`config.mk`:
```
export PLATFORM = sky130hd
export DESIGN_NAME = float32_divide
export DESIGN_NICKNAME = d
export VERILOG_FILES = /design/src/rtl/float32_pkg.sv /design/src/rtl/float32_round_pack.sv /design/src/rtl/float32_divide.sv
export SDC_FILE = /design/constraint.sdc
export NUM_CORES = 1
export LEC_CHECK = 0
export ABC_AREA = 1
export BUFFER_PORTS_ARGS = -buffer_cell sky130_fd_sc_hd__buf_2
export CAP_MARGIN = 20
export CORE_MARGIN = 5
export CORE_UTILIZATION = 61
export CTS_CLUSTER_DIAMETER = 40
export DETAILED_ROUTE_END_ITERATION = 12
export GPL_ROUTABILITY_DRIVEN = 0
export GPL_TIMING_DRIVEN = 0
export PLACE_DENSITY = 0.82
export SLEW_MARGIN = 30
export SYNTH_ARGS = -nofsm -noshare
export SYNTH_HDL_FRONTEND = slang
export SYNTH_HIERARCHICAL = 1
export SYNTH_SLANG_ARGS = --single-unit
```
`constraint.sdc`:
```
create_clock -name in_clk -period 4.2 [get_ports in_clk]
set_clock_uncertainty 0.05 [all_clocks]
set_input_delay 0.21 -clock in_clk [delete_from_list [all_inputs] [get_ports in_clk]]
set_output_delay 0.21 -clock in_clk [all_outputs]
set_load 0.02 [all_outputs]
```
`src/rtl/float32_pkg.sv`:
```
// Shared float32 field widths, constants and enums for the divider datapath.
// The operand classifier lives here so the multiplier can reuse it.
package float32_pkg;

    localparam int unsigned SIGN_W = 1;
    localparam int unsigned EXP_W  = 8;
    localparam int unsigned FRAC_W = 23;

    localparam int unsigned  EXP_BIAS     = 127;
    localparam logic [7:0]   EXP_MAX      = 8'hFF;
    localparam logic [31:0]  FP32_QNAN    = 32'h7FC00000;
    localparam logic [30:0]  FP32_INF_MAG = 31'h7F800000;

    typedef enum logic [1:0] {IDLE, DIV, NORM, DONE} state_e;

    typedef enum logic [1:0] {SC_NONE, SC_NAN, SC_INF, SC_ZERO} sc_e;

    // Exponent 0 counts as zero, so input denormals are flushed.
    function automatic sc_e classify_div(input logic [31:0] a, input logic [31:0] b);
        logic a_nan, b_nan, a_inf, b_inf, a_zero, b_zero;
        sc_e  sc;
        a_nan  = (a[30:23] == EXP_MAX) && (a[22:0] != '0);
        b_nan  = (b[30:23] == EXP_MAX) && (b[22:0] != '0);
        a_inf  = (a[30:23] == EXP_MAX) && (a[22:0] == '0);
        b_inf  = (b[30:23] == EXP_MAX) && (b[22:0] == '0);
        a_zero = (a[30:23] == '0);
        b_zero = (b[30:23] == '0);
        if (a_nan || b_nan) begin
            sc = SC_NAN;
        end else if ((a_inf && b_inf) || (a_zero && b_zero)) begin
            sc = SC_NAN;
        end else if (a_inf || b_zero) begin
            sc = SC_INF;
        end else if (b_inf || a_zero) begin
            sc = SC_ZERO;
        end else begin
            sc = SC_NONE;
        end
        return sc;
    endfunction

endpackage

```
`src/rtl/float32_round_pack.sv`:
```
// Normalise a 26-bit quotient, round to nearest even, clamp and pack to float32.
// Purely combinational; special-case code overrides the computed value.
module float32_round_pack
    import float32_pkg::*;
(
    input  logic              sign_i,
    input  logic [25:0]       q_i,
    input  logic              rem_nz_i,
    input  logic signed [9:0] exp_diff_i,
    input  sc_e               sc_i,
    output logic [31:0]       result_o
);

    logic [22:0]       mant;
    logic              guard;
    logic              sticky;
    logic [23:0]       mant_inc;
    logic signed [9:0] exp_v;

    always_comb begin
        mant     = '0;
        guard    = 1'b0;
        sticky   = 1'b0;
        exp_v    = '0;
        mant_inc = '0;
        result_o = '0;

        if (q_i[25]) begin
            mant   = q_i[24:2];
            guard  = q_i[1];
            sticky = q_i[0] | rem_nz_i;
            exp_v  = exp_diff_i + $signed(10'(EXP_BIAS));
        end else begin
            mant   = q_i[23:1];
            guard  = q_i[0];
            sticky = rem_nz_i;
            exp_v  = exp_diff_i + $signed(10'(EXP_BIAS - 1));
        end

        mant_inc = {1'b0, mant} + {23'b0, guard & (sticky | mant[0])};
        // A carry out means the mantissa wrapped to zero and the value doubled.
        if (mant_inc[23]) begin
            exp_v = exp_v + 10'sd1;
        end
        mant = mant_inc[22:0];

        unique case (sc_i)
            SC_NAN:  result_o = FP32_QNAN;
            SC_INF:  result_o = {sign_i, FP32_INF_MAG};
            SC_ZERO: result_o = {sign_i, 31'b0};
            default: begin
                if (exp_v >= 10'sd255) begin
                    result_o = {sign_i, FP32_INF_MAG};
                end else if (exp_v <= 10'sd0) begin
                    result_o = {sign_i, 31'b0};
                end else begin
                    result_o = {sign_i, exp_v[7:0], mant};
                end
            end
        endcase
    end

endmodule

```
`src/rtl/float32_divide.sv`:
```
// Iterative float32 divider: restoring division, fixed latency, valid/ready on both sides.
// One operation in flight; the DIV phase always runs its full length, even for specials.
module float32_divide
    import float32_pkg::*;
#(
    parameter int unsigned ITER_PER_CYCLE = 1
) (
    input  logic        in_clk,
    input  logic        in_rstn,
    input  logic [31:0] in_A,
    input  logic [31:0] in_B,
    input  logic        in_valid,
    output logic        in_ready,
    output logic [31:0] out_result,
    output logic        out_valid,
    input  logic        out_ready
);

    localparam int unsigned N_ITER = 26 / ITER_PER_CYCLE;

    state_e            state_q, state_d;
    logic [4:0]        count_q, count_d;
    logic              sign_q, sign_d;
    logic [23:0]       mb_q, mb_d;
    logic [24:0]       rem_q, rem_d;
    logic [25:0]       quo_q, quo_d;
    logic signed [9:0] exp_diff_q, exp_diff_d;
    sc_e               sc_q, sc_d;
    logic [31:0]       result_q, result_d;
    logic              out_valid_q, out_valid_d;

    logic [31:0] packed_result;
    logic [24:0] r_step;
    logic [25:0] q_step;
    logic [25:0] diff;

    float32_round_pack u_round_pack (
        .sign_i     (sign_q),
        .q_i        (quo_q),
        .rem_nz_i   (rem_q != '0),
        .exp_diff_i (exp_diff_q),
        .sc_i       (sc_q),
        .result_o   (packed_result)
    );

    always_comb begin
        state_d     = state_q;
        count_d     = count_q;
        sign_d      = sign_q;
        mb_d        = mb_q;
        rem_d       = rem_q;
        quo_d       = quo_q;
        exp_diff_d  = exp_diff_q;
        sc_d        = sc_q;
        result_d    = result_q;
        out_valid_d = out_valid_q;
        r_step      = rem_q;
        q_step      = quo_q;
        diff        = '0;

        unique case (state_q)
            IDLE: begin
                if (in_valid) begin
                    sign_d     = in_A[31] ^ in_B[31];
                    rem_d      = {2'b01, in_A[22:0]};
                    mb_d       = {1'b1, in_B[22:0]};
                    quo_d      = '0;
                    exp_diff_d = $signed({2'b00, in_A[30:23]}) - $signed({2'b00, in_B[30:23]});
                    sc_d       = classify_div(in_A, in_B);
                    count_d    = 5'(N_ITER);
                    state_d    = DIV;
                end
            end
            DIV: begin
                if (count_q == '0) begin
                    state_d = NORM;
                end else begin
                    // Remainder stays below 2*mB, so 25 bits hold it after each shift.
                    for (int i = 0; i < int'(ITER_PER_CYCLE); i++) begin
                        diff = {1'b0, r_step} - {2'b00, mb_q};
                        if (!diff[25]) begin
                            r_step = diff[24:0];
                            q_step = {q_step[24:0], 1'b1};
                        end else begin
                            q_step = {q_step[24:0], 1'b0};
                        end
                        r_step = {r_step[23:0], 1'b0};
                    end
                    rem_d   = r_step;
                    quo_d   = q_step;
                    count_d = count_q - 5'd1;
                end
            end
            NORM: begin
                result_d    = packed_result;
                out_valid_d = 1'b1;
                state_d     = DONE;
            end
            DONE: begin
                if (out_ready) begin
                    out_valid_d = 1'b0;
                    state_d     = IDLE;
                end
            end
            default: state_d = IDLE;
        endcase
    end

    always_ff @(posedge in_clk or negedge in_rstn) begin
        if (!in_rstn) begin
            state_q     <= IDLE;
            count_q     <= '0;
            sign_q      <= 1'b0;
            mb_q        <= '0;
            rem_q       <= '0;
            quo_q       <= '0;
            exp_diff_q  <= '0;
            sc_q        <= SC_NONE;
            result_q    <= '0;
            out_valid_q <= 1'b0;
        end else begin
            state_q     <= state_d;
            count_q     <= count_d;
            sign_q      <= sign_d;
            mb_q        <= mb_d;
            rem_q       <= rem_d;
            quo_q       <= quo_d;
            exp_diff_q  <= exp_diff_d;
            sc_q        <= sc_d;
            result_q    <= result_d;
            out_valid_q <= out_valid_d;
        end
    end

    assign in_ready   = (state_q == IDLE);
    assign out_result = result_q;
    assign out_valid  = out_valid_q;

endmodule

```
# Word level (Yosys, flattened, before mapping)
# Index checks and enable logic that the tools add are counted.
[word_totals] ff_bits=128 inputBits=68
[classes] add_sub_neg=7 n_lt_le_gt_ge=2 n_eq_ne=12 mux=29 bitwise_logic=4 reduce_logical=25
[op_table] cell="case mux 32 bit (3 select lines)" n=1
[op_table] cell="2-to-1 mux 31 bit" n=2
[op_table] cell="2-to-1 mux 26 bit" n=2
[op_table] cell="case mux 26 bit (2 select lines)" n=1
[op_table] cell="2-to-1 mux 25 bit" n=2
[op_table] cell="case mux 25 bit (2 select lines)" n=1
[op_table] cell="zero test 23 bit" n=2
[op_table] cell="nonzero test 23 bit" n=2
[op_table] cell="subtractor 25 x 24 -> 26 bit" n=1
[op_table] cell="nonzero test 25 bit" n=1
[op_table] cell="adder 23 x 1 -> 24 bit" n=1
[op_table] cell="2-to-1 mux 24 bit" n=1
[op_table] cell="2-to-1 mux 23 bit" n=1
[op_table] cell="adder 10 x 8 -> 10 bit, second input constant" n=2
[op_table] cell="2-to-1 mux 10 bit" n=2
[op_table] cell="== test 8 bit, second input constant" n=2
[op_table] cell="zero test 8 bit" n=2
[op_table] cell="2-to-1 mux 2 bit" n=7
[op_table] cell="adder 10 x 2 -> 10 bit, second input constant" n=1
[op_table] cell="greater-or-equal comparator 10 x 9 -> 1 bit, second input constant" n=1
[op_table] cell="less-or-equal comparator 10 x 1 -> 1 bit, second input constant" n=1
[op_table] cell="2-to-1 mux 5 bit" n=2
[op_table] cell="case mux 5 bit (2 select lines)" n=1
[op_table] cell="subtractor 8 x 8 -> 9 bit" n=1
[op_table] cell="other kinds (17)" n=39

# Depth between registers and ports, before layout
[depth] word_depth=11 depth_mapped=24

# By module
# Netlist, hierarchy kept.
[by_module_without_submodules] module="float32_divide" n_inst=1 cells_per_inst=1029 area_per_inst_um2=7885.1 seq_area_each_um2=3178.0
[by_module_without_submodules] module="float32_round_pack" n_inst=1 cells_per_inst=431 area_per_inst_um2=2228.4 seq_area_each_um2=0.0

# Worst setup path before layout
# OpenSTA, ideal clock, no wires.
[synth_timing] path_type="register -> register" startpoint="reg quo_q[25]" endpoint="reg result_q[8], in the netlist out_result[8]" setup_ns=0.125 t_arrival_ns=3.333 required_ns=4.025 slack_ns=0.692 stages_incl_launch_ff=23 path_buffers=4 cell_sequence="dfrtp_1 buf_6 buf_2 buf_2 o21ai_0 nor2_1 a221oi_1 ha_1 nand3_2 nor2_8 nand3_4 nor2_4 nand3_2 nand2_1 nand2_1 nor2_1 nand3_2 nand2_2 nor2_4 nand2_4 buf_12 nor2_4 mux2_2"
[synth_via] elab_chain_cells=9 word_cells_on_any_way=14
[synth_rtl] item="start: declaration" line="float32_divide.sv:26" text="logic [25:0] quo_q, quo_d;"
[synth_rtl] item="start signal: assignment" line="float32_divide.sv:127" text="quo_q <= quo_d;"
[synth_rtl] item="2-to-1 mux 1 bit / 2-to-1 mux 23 bit (equally long branches)" line="float32_round_pack.sv:28" text="if (q_i[25]) begin"
[synth_rtl] item="bitwise OR 1 bit" line="float32_round_pack.sv:40" text="mant_inc = {1'b0, mant} + {23'b0, guard & (sticky | mant[0])};"
[synth_rtl] item="AND 1 bit" line="float32_round_pack.sv:40"
[synth_rtl] item="adder 23 x 1 -> 24 bit" line="float32_round_pack.sv:40"
[synth_rtl] item="2-to-1 mux 10 bit" line="float32_round_pack.sv:42" text="if (mant_inc[23]) begin"
[synth_rtl] item="less-or-equal comparator 10 x 1 -> 1 bit" line="float32_round_pack.sv:54" text="end else if (exp_v <= 10'sd0) begin"
[synth_rtl] item="2-to-1 mux 31 bit" line="float32_round_pack.sv:54"
[synth_rtl] item="2-to-1 mux 31 bit (*)" line="float32_round_pack.sv:52" text="if (exp_v >= 10'sd255) begin"
[synth_rtl] item="case mux 32 bit (3 select lines) (*)" line="float32_round_pack.sv:47" text="unique case (sc_i)"
[synth_rtl] item="named net packed_result[8]" line="float32_divide.sv:32" text="logic [31:0] packed_result;"
[synth_rtl] item="end signal: assignment" line="float32_divide.sv:130" text="result_q <= result_d;"
[synth_rtl] item="end: declaration" line="float32_divide.sv:29" text="logic [31:0] result_q, result_d;"
# Mark *: on every way through the listed nets, which the timed path passes. The rest lies on a longest branch.
# A chain may end at the register's enable or synchronous reset.

# Worst setup path in the final report
[layout_timing] startpoint="reg quo_q[25]" endpoint="reg result_q[7], in the netlist out_result[7]"
# Same word-level chain as after synthesis.

==> metrics.txt <==
min cycle time layout 3820 ps; Tightest Hold Check Type input port to flip-flop; Cells after Synth 1460; total die area 19300 um2; Setup crit end kind flip-flop; status complete, no violations; Fmax 262 MHz; CP max stage delay 390 ps; clk root buf clkbuf_16; port bufs 101; Die X 139 um; clk sinks 127; met1 Usage GRT 0.393; #FFs+latches synth 127; Synth Area per Inst 6.93 um2; PwrDens 821 nW/um2; P_leak 0.00605 uW; top post-synthesis cells by area dfrtp_1, nand2_1, inv_1; WL final 27000 um; core area 16400 um2; Post-Syn Area 10100 um2; met3 Resource Use GR 0.0590; largest vdd supply drop 463 uV; Worst Max-Slew Pin Slew 690 ps; type of origin of the critical path flip-flop; synth unique cells 53; final setup fails 0; Initial Util 0.616; post-synth top area share 0.314; DRT Pass-1 Iters 5; TritonCTS clock tree built; Psw 4900 uW; vias in the first global route 9612; P&R area growth vs syn 14.5%; fin crit share 0.910; initial antenna violation count 0; GRT Overall Usage 0.284; via/cell ratio 5.47; H-Tree Depth 4; Sequential Power Share 0.212; Int Pwr 4610 uW; Post-Syn Nets 1578; fin. max-slew vios 0; Final nets 1705; share of cells above drive strength 1 0.173; vias post-DR 9958; # diodes 0; Hold Worst Slack 6.21 ps; clock tree buffer depth 2; global-route wire length before repair 45700 um; CP max FO 16; largest net degree at the start of global routing 66; HPWL after detailed placement 20500 um; worst path bufs/invs 3; GRT busiest layer met2; Avg WL per Cell 14.8 um; GR Util met2 0.448; Critical Path AT 4080 ps; Slowest cell on crit path dfrtp_1; IO Pins 102; post-route setup TNS 0 ps; number of max-cap violations 0; Skew-Pair Late Insertion Delay 430 ps; worst path cell trace buf_6, buf_4, o21ai_1, nor2_1, a221oi_1, ha_2, nand3_2, nor2_8, nand3_4, nor2_4, nand3_2, nand2_1, nand2_1, nor2_1, nand3_2, nand2_2, nor2_4, nand2_4, buf_12, nor2_4, mux2_2; CTS Buf Count 17; CP required 4460 ps; WS Path Type flip-flop to flip-flop; Ys Warns 6; Sw Ratio 0.515; max_slew headroom 0.540; final antenna-violating net count 0; 1st-iter DRT viols 1251; drt drc 0; remaining global-route overflow 0; clock-pin slew on the worst setup and hold paths 60 ps; cell taking the most area after synthesis dfrtp_1; RSZ-0062 raised after global routing false; Final Hold Fails 0; clock share of power 0.156; share of the core filled with cells 0.706; Die Span Y 139 um; Worst path top cell family by delay simple AND/OR/NAND/NOR gates; row cnt 47; post-synthesis sequential area ratio 0.314; Logic pwr share 0.633
[kinds of logic (layout without fill, tap and decap cells)]
kind of cell,after synthesis,after routing,share of synthesized area
AO/OA/AOI/OAI,174,174,0.0985
XOR/XNOR,27,27,0.0252
adder cells (fa/ha/maj),50,50,0.0633
buffers and inverters,282,422,0.116
flip-flops,127,127,0.314
multiplexers,32,32,0.0356
AND/OR/NAND/NOR,768,768,0.347
[metal layers]
| metal | wire, um | up-vias |
|---|---|---|
| met3 | 2110 | 60 |
| li1 | - | 4919 |
| met2 | 12100 | 383 |
| met5 | 0 | - |
| met1 | 12100 | 4596 |
| met4 | 668 | 0 |
[placed cells by master, fill, tap and decap left out, types with 8 or more instances in the layout]
cell type,n
nand4_1,29
o31ai_1,9
xor2_1,17
o22ai_1,10
nor2_1,113
nor2_2,9
o21ai_0,63
a21oi_1,54
o21ai_1,8
nand2_1,425
nor2_4,17
buf_2,108
mux2_2,32
nand3_2,10
nor3_1,9
nand3_1,106
nand2_2,21
xnor2_1,9
ha_1,47
inv_1,227
clkbuf_16,17
a22oi_1,8
dfrtp_1,127
clkbuf_1,20
[state kept, by name (all words and copies together) (netlist names)]
register	count
exp_diff_q	9
mb_q	24
quo_q	26
out_valid	1
sc_q	2
count_q	5
rem_q	25
out_result	32
sign_q	1
state_q	2
[cell usage after synthesis, drive strengths merged]
library cell    n
mux2           32
nand3         119
nor3           10
and3            1
ha             48
nor2          140
buf            23
a221oi          1
o31a            1
a21oi          61
a21boi          1
o221ai          1
nand3b          7
clkbuf         20
or2             4
nor2b           1
o211ai          4
fa              2
nand2         449
o21ai          73
clkinv          4
and2            2
xnor2           9
nand4          29
o22ai          10
o21bai          5
nor4            6
o31ai           9
dfrtp         127
a22oi           8
inv           235
xor2           18
[power groups by stage]
stage	combinational (uW)	sequential (uW)	clock [uW]
floorplan	4480	2020	0
global placement	5700	2000	0
detailed placement	5840	2010	0
CTS	5920	2000	1490
global route	6730	2070	1560
finish	6020	2010	1480
[worst register-to-register path, delay by kind of cell (launching register included)]
family	cells	cell delay, ps
simple gates	14	1670
buf+inv	3	560
compound gates	2	510
flops	1	390
fa+ha+maj	1	270
mux	1	260
[repair_timing]
item                                    CTS  global route
setup buffers                             0             2
resized for setup                         0             5
hold buffers                              5             0
hold endpoints to repair                 66             0
endpoints found under the setup margin    0            31
[final cells by class]
cell class                      count  area [um2]
Buffer                             42         268
Sequential cell                   127        3180
Clock buffer                       18         439
Inverter                          239         901
Timing Repair Buffer              109         608
Tap cell                          220         275
Multi-Input combinational cell   1051        5770
Fill cell                        1307        4820
Clock inverter                     14         143
[through the flow]
stage	total power [uW]	cells	area (um2)	setup WS, ps
2_1_floorplan	6500	1460	10100	692
3_3_place_gp	7700	1781	10900	166
3_5_place_dp	7860	1782	10900	96.4
4_1_cts	9420	1819	11600	78.3
5_1_grt	10400	1820	11600	56.8
6_report	9520	1820	11600	376
[final timing paths]
check,slack [ps],to,depth (start not counted),start
max in group asynchronous,3130,rem_q[4],3,in_rstn
worst max-delay path,380,out_result[7],21,quo_q[25]
worst min-delay path,6,rem_q[19],3,in_A[19]
worst max register to register,380,out_result[7],21,quo_q[25]
worst min register to register,410,mb_q[23],2,mb_q[23]
min in group asynchronous,280,mb_q[18],2,in_rstn
Power figures use the tool's default switching activity.
